--- src/rtl/trap_sequencer_if.sv ---
// Fetch redirect handshake between the trap sequencer and the fetch stage.
// The sequencer owns valid/pc; fetch owns ready.
interface trap_sequencer_if #(
    parameter int ADDR_W = 64
);
    logic              redirect_valid;
    logic              redirect_ready;
    logic [ADDR_W-1:0] redirect_pc;

    modport master (
        output redirect_valid,
        output redirect_pc,
        input  redirect_ready
    );

    modport slave (
        input  redirect_valid,
        input  redirect_pc,
        output redirect_ready
    );
endinterface

--- src/rtl/trap_sequencer.sv ---
// Machine-mode control-transfer sequencer: timer interrupt, ecall/ebreak entry and mret return.
// Kills the write-back instruction, drains the bus, commits CSR updates and redirects fetch.
module trap_sequencer #(
    parameter int ADDR_W    = 64,
    parameter int DATA_W    = 64,
    parameter int DRAIN_MAX = 256
) (
    input  logic              clk,
    input  logic              rst,
    input  logic              inst_valid,
    input  logic [ADDR_W-1:0] inst_addr,
    input  logic              inst_ecall,
    input  logic              inst_ebreak,
    input  logic              inst_mret,
    input  logic              clint_mtip,
    input  logic              mstatus_mie,
    input  logic              mie_mtie,
    input  logic [ADDR_W-1:0] mtvec,
    input  logic [ADDR_W-1:0] mepc,
    input  logic              bus_busy,
    trap_sequencer_if.master  redir,
    output logic              kill_wb,
    output logic              flush,
    output logic              stall,
    output logic              trap_we,
    output logic              mret_we,
    output logic [ADDR_W-1:0] trap_mepc,
    output logic [DATA_W-1:0] trap_mcause,
    output logic              drain_timeout
);

    localparam int CNT_W = $clog2(DRAIN_MAX);
    localparam logic [CNT_W-1:0] CNT_LAST = CNT_W'(DRAIN_MAX - 1);

    localparam logic [DATA_W-1:0] CAUSE_TIMER  = {1'b1, {(DATA_W-4){1'b0}}, 3'd7};
    localparam logic [DATA_W-1:0] CAUSE_ECALL  = DATA_W'(11);
    localparam logic [DATA_W-1:0] CAUSE_EBREAK = DATA_W'(3);

    typedef enum logic [1:0] {
        IDLE,
        DRAIN,
        COMMIT,
        REDIRECT
    } state_e;

    typedef enum logic {
        KIND_TRAP = 1'b0,
        KIND_RET  = 1'b1
    } kind_e;

    state_e            state;
    state_e            state_next;
    kind_e             kind;
    logic [CNT_W-1:0]  drain_cnt;
    logic [ADDR_W-1:0] redirect_pc_q;
    logic              irq;
    logic              accept;
    logic              drain_last;

    // Reset gates accept so kill/flush read 0 while rst is held.
    assign irq        = clint_mtip & mstatus_mie & mie_mtie;
    assign accept     = !rst && (state == IDLE) && inst_valid &&
                        (irq || inst_ecall || inst_ebreak || inst_mret);
    assign drain_last = (drain_cnt == CNT_LAST);

    always_ff @(posedge clk or posedge rst) begin
        if (rst) begin
            state <= IDLE;
        end else begin
            state <= state_next;
        end
    end

    always_comb begin
        state_next = state;
        case (state)
            IDLE:     if (accept) state_next = DRAIN;
            DRAIN:    if (!bus_busy || drain_last) state_next = COMMIT;
            COMMIT:   state_next = REDIRECT;
            REDIRECT: if (redir.redirect_ready) state_next = IDLE;
            default:  state_next = IDLE;
        endcase
    end

    always_comb begin
        kill_wb              = accept;
        flush                = accept;
        stall                = (state != IDLE);
        trap_we              = (state == COMMIT) && (kind == KIND_TRAP);
        mret_we              = (state == COMMIT) && (kind == KIND_RET);
        redir.redirect_valid = (state == REDIRECT);
    end

    assign redir.redirect_pc = redirect_pc_q;

    // Capture happens only on accept, so later changes to the event lines cannot alter a trap.
    always_ff @(posedge clk or posedge rst) begin
        if (rst) begin
            drain_cnt     <= '0;
            kind          <= KIND_TRAP;
            trap_mepc     <= '0;
            trap_mcause   <= '0;
            redirect_pc_q <= '0;
            drain_timeout <= 1'b0;
        end else begin
            case (state)
                IDLE: begin
                    if (accept) begin
                        drain_cnt <= '0;
                        trap_mepc <= inst_addr;
                        if (irq) begin
                            kind        <= KIND_TRAP;
                            trap_mcause <= CAUSE_TIMER;
                        end else if (inst_ecall) begin
                            kind        <= KIND_TRAP;
                            trap_mcause <= CAUSE_ECALL;
                        end else if (inst_ebreak) begin
                            kind        <= KIND_TRAP;
                            trap_mcause <= CAUSE_EBREAK;
                        end else begin
                            kind        <= KIND_RET;
                        end
                    end
                end
                DRAIN: begin
                    if (bus_busy) begin
                        if (drain_last) begin
                            drain_timeout <= 1'b1;
                        end else begin
                            drain_cnt <= drain_cnt + 1'b1;
                        end
                    end
                end
                COMMIT: begin
                    // Trap vectors are 4-byte aligned regardless of the mtvec mode bits.
                    if (kind == KIND_TRAP) begin
                        redirect_pc_q <= mtvec & ~ADDR_W'(3);
                    end else begin
                        redirect_pc_q <= mepc;
                    end
                end
                default: ;
            endcase
        end
    end

endmodule
--- src/flat_wrapper.sv ---
// flat-port wrapper written by rule: the top's interface ports become plain ports
module trap_sequencer_flat 
#(
    parameter int ADDR_W    = 64,
    parameter int DATA_W    = 64,
    parameter int DRAIN_MAX = 256
)
  (clk, rst, inst_valid, inst_addr, inst_ecall, inst_ebreak, inst_mret, clint_mtip, mstatus_mie, mie_mtie, mtvec, mepc, bus_busy, kill_wb, flush, stall, trap_we, mret_we, trap_mepc, trap_mcause, drain_timeout, redir_redirect_valid, redir_redirect_pc, redir_redirect_ready);
  trap_sequencer_if #(.ADDR_W(ADDR_W)) redir_i ();
  input  logic clk;
  input  logic rst;
  input  logic inst_valid;
  input  logic [ADDR_W-1:0] inst_addr;
  input  logic inst_ecall;
  input  logic inst_ebreak;
  input  logic inst_mret;
  input  logic clint_mtip;
  input  logic mstatus_mie;
  input  logic mie_mtie;
  input  logic [ADDR_W-1:0] mtvec;
  input  logic [ADDR_W-1:0] mepc;
  input  logic bus_busy;
  output logic kill_wb;
  output logic flush;
  output logic stall;
  output logic trap_we;
  output logic mret_we;
  output logic [ADDR_W-1:0] trap_mepc;
  output logic [DATA_W-1:0] trap_mcause;
  output logic drain_timeout;
  output wire logic [$bits(redir_i.redirect_valid)-1:0] redir_redirect_valid;
  output wire logic [$bits(redir_i.redirect_pc)-1:0] redir_redirect_pc;
  input wire logic [$bits(redir_i.redirect_ready)-1:0] redir_redirect_ready;
  assign redir_redirect_valid = redir_i.redirect_valid;
  assign redir_redirect_pc = redir_i.redirect_pc;
  assign redir_i.redirect_ready = redir_redirect_ready;
  trap_sequencer #(.ADDR_W(ADDR_W), .DATA_W(DATA_W), .DRAIN_MAX(DRAIN_MAX)) u_core (.clk(clk), .rst(rst), .inst_valid(inst_valid), .inst_addr(inst_addr), .inst_ecall(inst_ecall), .inst_ebreak(inst_ebreak), .inst_mret(inst_mret), .clint_mtip(clint_mtip), .mstatus_mie(mstatus_mie), .mie_mtie(mie_mtie), .mtvec(mtvec), .mepc(mepc), .bus_busy(bus_busy), .redir(redir_i), .kill_wb(kill_wb), .flush(flush), .stall(stall), .trap_we(trap_we), .mret_we(mret_we), .trap_mepc(trap_mepc), .trap_mcause(trap_mcause), .drain_timeout(drain_timeout));
endmodule
--- config.mk ---
export PLATFORM = sky130hd
export DESIGN_NAME = trap_sequencer_flat
export DESIGN_NICKNAME = d
export VERILOG_FILES = /design/src/rtl/trap_sequencer_if.sv /design/src/rtl/trap_sequencer.sv /design/src/flat_wrapper.sv
export SDC_FILE = /design/constraint.sdc
export NUM_CORES = 1
export LEC_CHECK = 0
export CAP_MARGIN = 20
export CORE_AREA = 2 2 157 159
export CTS_CLUSTER_DIAMETER = 100
export DETAILED_ROUTE_END_ITERATION = 12
export DIE_AREA = 0 0 159 161
export PLACE_DENSITY_LB_ADDON = 0.25
export SYNTH_ARGS = -nofsm -noshare
export SYNTH_HDL_FRONTEND = slang
export SYNTH_SLANG_ARGS = --single-unit
--- constraint.sdc ---
create_clock -name clk -period 4.65 [get_ports clk]
set_clock_uncertainty 0.2 [all_clocks]
set_input_delay 0.6975 -clock clk [delete_from_list [all_inputs] [get_ports clk]]
set_output_delay 0.6975 -clock clk [all_outputs]
set_load 0.05 [all_outputs]
==> metrics.cfg, run 1 <==
[die]
die_w_um = 159
coreArea_sq_um = 24000
start_util_pct = 27.9
dieArea_sq_um = 25600
ios = 402
die_y_um = 161
std_cell_rows = 57

[cts]
cts_tree = built
clk_latency_ns = 0.41
cts_setup_buffers = 0
postCtsResizedCells = 0
h-tree-depth = 4
cts_buffers = 17
cts_hold_buf = 0
cts_max_path_buffers = 2
clk_pin_slew_ns = 0.06
clock-sinks = 143
cts_root_buf = clkbuf_16

[logic_synthesis]
synth_cell_type_count = 44
yosysTopAreaCellShare_pct = 53.5
syn_area_sq_um = 6690
ys_seq_area_share_pct = 53.5
synth-edff-count = 0
yosysWarnings = 0
synthCells = 705
yosysTopAreaCell = dfrtp_1
async_flop_share_pct = 100
synth_ff_type = dfrtp_1
ys_top_cells_by_area = dfrtp_1, nand2_1, mux2i_1, buf_4, a21oi_1
postSynthAreaPerCell_sq_um = 9.49
ys_ff_latch = 143

[finish]
final_cell_mix = clkdlybuf4s50_1, nand2_1, dfrtp_1, nor2_1, a21oi_1
drive_gt1_share_pct = 5.08
area_delta_synth_final_pct = 60.3
fin_util_pct = 44.7
mostFrequentLayoutCell = clkdlybuf4s50_1
nets = 1239
finalNonFillerCells = 1367
diodes = 0

[critical_path]
worstReg2RegStart = u_core.state[0]
worst-setup-path-type = reg2out
crit_arrival_ns = 2.75
worstPathRequired_ns = 3.75
end_kind = output port
cp_max_fo = 66
r2r-end = u_core.trap_mepc[15]
r2r_slack_ns = 2.05
startpoint_type = flop
reg2reg_depth = 8

[sta]
worstMarginPinSlew_ns = 0.958
clock.fmax_mhz = 274
hold_slack_ns = 0.272
setup_violations = 0
setup_tns_ns = 0
relSlewSlack_pct = 36.1
hold_viol = 0
rsz0062_at_grt = no
min_period_ns = 3.65
slew_violations = 0
final.period_utilization_pct = 78.5

[route]
drc = 0
viasPerCell = 4.22
via_count = 5762
detail-route-antenna-nets = 0
wl_um = 21200
routedWlPerCell_um = 15.5
firstDrtPassIters = 5
drtIter0Drc = 228

[job]
max_cap_viol_count = 0

[power]
peakVddDrop_v = 0.000455
p_clk_share_pct = 15.8
combPwrFrac_pct = 58.4
p_int_w = 0.00415
seqPwrFrac_pct = 25.7
p_per_area_nw_per_um2 = 777
finalPower_w = 0.00833
p_leak_nw = 4.83
p_sw_share_pct = 50.1
power.switching_w = 0.00417

[global_route]
track_usage_pct = 16.2
grt_pass1_vias = 5688
overflow = 0
grt_pass1_wl_um = 32500
grt_max_degree = 73
antenna_found_initial = 0

[placed_design]
dp_cells = 1335
hpwl_um = 15700
gp_congestion = 0.791
io_buffers = 340

[worst_hold_path]
worstHoldStart = u_core.trap_mepc[56]
min_path_cells = 2
hp-class = reg2reg
hold-path-endpoint = u_core.trap_mepc[56]

[run_status]
outcome = complete, no violations

## per-layer routing
layer	routed length [um]	vias up	part of all wire (%)	GRT usage, %
met1	9120	2645	43	20.0
met2	9730	252	46	25.8
met5	0	-	0	0
met4	247	0	1.2	4.59
met3	2110	17	9.9	7.16
li1	-	2848	-	-
## registers in the layout, summed over array words and instances (netlist names)
register                  cells
u_core.redir.redirect_pc     64
u_core.trap_mepc             64
u_core.drain_cnt              8
u_core.trap_mcause            3
u_core.state                  2
u_core.drain_timeout          1
u_core.kind                   1
## cell type report
cell class	instances	area, sq um
fillers	2350	13200
flip-flops and latches	143	3580
repair buffers	347	3460
multi-input cells	514	2680
clock buffers	18	429
well taps	324	405
clock inverters	14	133
inverters	7	30.0
## cells in the mapped netlist (all sizes together), types with 4 or more instances
library cell and number:
nand3 10, or3 4, nand2 196, a21oi 65
a21o 4, nor2 67, o21ai 4, a22o 4
ha 6, mux2i 63, buf 81, clkbuf 18
inv 7, dfrtp 143
## power groups by stage
| stage | registers (W) | clock network (W) | logic, W |
|---|---|---|---|
| 4_1_cts | 0.00215 | 0.00137 | 0.00493 |
| 5_1_grt | 0.00222 | 0.00142 | 0.00514 |
| 3_3_place_gp | 0.00214 | 0 | 0.00490 |
| 3_5_place_dp | 0.00216 | 0 | 0.00492 |
| 2_1_floorplan | 0.00400 | 0 | 0.00141 |
| 6_report | 0.00214 | 0.00132 | 0.00487 |
## stage by stage
step	worst slack (ns)	cell area, sq um
detailed placement	1.42	10200
global placement	1.44	10200
global route	0.822	10700
finish	0.998	10700
floorplan	1.90	6910
CTS	0.946	10700
## cell families after synthesis
group           count (synthesis)  synth area share (%)
simple gates                  297                  18.1
flops                         143                  53.5
buf+inv                       106                  9.93
compound gates                 88                  7.69
mux                            64                  9.65
fa+ha+maj                       6                  1.12
other cells                     1                0.0561
## worst max path at each step
stage | startpoint | end | slack [ns]
2_1_floorplan | rst | kill_wb | 1.90
3_3_place_gp | u_core.state[0] | trap_we | 1.44
3_5_place_dp | u_core.state[0] | trap_we | 1.42
4_1_cts | u_core.state[0] | trap_we | 0.95
5_1_grt | u_core.state[0] | trap_we | 0.82
6_report | u_core.state[0] | trap_we | 1.0
## critical path, stage by stage (launching register included)
cell,delay [ns]
dfrtp_1,0.40
inv_1,0.17
ha_4,0.58
inv_1,0.19
nor2_1,0.14
clkdlybuf4s50_1,0.84
(Power assumes the default switching activity.)
==> run 2, diff against run 1 <==
==> constraint.sdc (replaced) <==
create_clock -name clk -period 3.45 [get_ports clk]
set_clock_uncertainty 0.2 [all_clocks]
set_input_delay 0.5175 -clock clk [delete_from_list [all_inputs] [get_ports clk]]
set_output_delay 0.5175 -clock clk [all_outputs]
set_load 0.05 [all_outputs]
==> metrics.cfg, run 2 (synthesized netlist as in run 1, its figures left out) <==
[sta]
clock.fmax_mhz = 315
setup_tns_ns = 0
hold_slack_ns = 0.271
worstMarginPinSlew_ns = 0.960
relSlewSlack_pct = 36.0
hold_viol = 0
final.period_utilization_pct = 91.9
min_period_ns = 3.17
setup_violations = 0
rsz0062_at_grt = no
slew_violations = 0

[global_route]
met3_usage_pct = 7.11
grt_max_degree = 144
antenna_found_initial = 1
grt_pass1_vias = 5726
met1_usage_pct = 21.4
grt_use_met2_pct = 25.4
top_usage_layer = met2
grt_pass1_wl_um = 33100
overflow = 0
track_usage_pct = 16.6

[finish]
drive_gt1_share_pct = 5.09
fin_util_pct = 45.0
nets = 1238
mostFrequentLayoutCell = clkdlybuf4s50_1
area_delta_synth_final_pct = 61.1
final_cell_mix = clkdlybuf4s50_1, nand2_1, dfrtp_1, nor2_1, a21oi_1
fillCellCount = 2317

[cts]
cts_tree = built
clk_latency_ns = 0.42
postCtsResizedCells = 0
cts_max_path_buffers = 2
cts_setup_buffers = 0
cts_root_buf = clkbuf_16
cts_hold_buf = 0
h-tree-depth = 4
cts_buffers = 17
clk_pin_slew_ns = 0.06
clock-sinks = 143

[worst_hold_path]
worstHoldStart = u_core.trap_mepc[63]
min_path_cells = 2
hp-class = reg2reg
hold-path-endpoint = u_core.trap_mepc[63]

[route]
routedWlPerCell_um = 15.5
wl_um = 21200
drc = 0
drtIter0Drc = 277
detail-route-antenna-nets = 0
viasPerCell = 4.21
via_count = 5756
firstDrtPassIters = 4

[placed_design]
io_buffers = 340
hpwl_um = 15500
gp_congestion = 0.809

[critical_path]
cpMaxStageDelayCell = clkdlybuf4s50_1
worstReg2RegStart = u_core.state[0]
path_cells = inv_1 > ha_4 > and2_1 > clkdlybuf4s50_1
max_stage_delay_ns = 0.85
path_buf_inv = 2
r2r_slack_ns = 1.06
reg2reg_depth = 6
cp_max_fo = 32
worst-setup-path-type = reg2out
r2r-end = u_core.state[1]
crit_arrival_ns = 2.45
critical-path-top-delay-family = buffers and inverters
worstPathRequired_ns = 2.73
startpoint_type = flop
end_kind = output port

[power]
peakVddDrop_v = 0.000528
p_leak_nw = 4.84
p_per_area_nw_per_um2 = 1050
finalPower_w = 0.0113

[die]
start_util_pct = 27.9
coreArea_sq_um = 24000
dieArea_sq_um = 25600
ios = 402
die_y_um = 161
die_w_um = 159
std_cell_rows = 57

[run_status]
outcome = complete, no violations

[job]
max_cap_viol_count = 0

run 2: cell type report:
type / instances / area, sq um / area share [%]
Multi-Input combinational cell: 514 / 2680 / 24.9
Sequential cell: 143 / 3580 / 33.2
Inverter: 7 / 30.0 / 0.279
Clock buffer: 18 / 429 / 3.98
Antenna cell: 1 / 2.50 / 0.0232
Tap cell: 324 / 405 / 3.76
Timing Repair Buffer: 346 / 3490 / 32.4
Clock inverter: 14 / 158 / 1.46
run 2: how the worst max path moves through the flow:
stage	startpoint	endpoint	slack, ns	depth (start not counted)
5_1_grt	u_core.state[0]	mret_we	0.16	4
3_5_place_dp	rst	kill_wb	0.70	5
6_report	u_core.state[0]	mret_we	0.28	4
2_1_floorplan	u_core.state[0]	kill_wb	0.91	8
3_3_place_gp	rst	flush	0.71	5
4_1_cts	u_core.state[0]	mret_we	0.25	4
run 2: stage by stage:
| stage | area, sq um | instances | setup slack [ns] |
|---|---|---|---|
| after floorplan | 6910 | 763 | 0.906 |
| after global placement | 10200 | 1334 | 0.705 |
| after detailed placement | 10200 | 1334 | 0.705 |
| after CTS | 10800 | 1366 | 0.247 |
| after global routing | 10800 | 1367 | 0.163 |
| final | 10800 | 1367 | 0.279 |
run 2: power by group:
group	internal [W]	total (W)	switching, W	leakage [nW]
clock	0.00108	0.00186	0.000778	0.278
combinational	0.00215	0.00656	0.00441	2.87
sequential	0.00245	0.00289	0.000436	1.69
total	0.00568	0.0113	0.00562	4.84
run 2: layer usage:
metal / part of all wire [%] / wire, um
met5: 0 / 0
met4: 1.4 / 297
met3: 9.8 / 2080
met2: 45 / 9630
met1: 43 / 9190
run 2: worst reg2reg max path, delay by kind of cell (launching register included):
kind | cells | cell delay, ns
buffers and inverters | 1 | 0.17
AND/OR/NAND/NOR | 1 | 0.17
flip-flops | 1 | 0.40
adder cells (fa/ha/maj) | 1 | 0.33
AO/OA/AOI/OAI | 2 | 0.70
multiplexers | 1 | 0.30
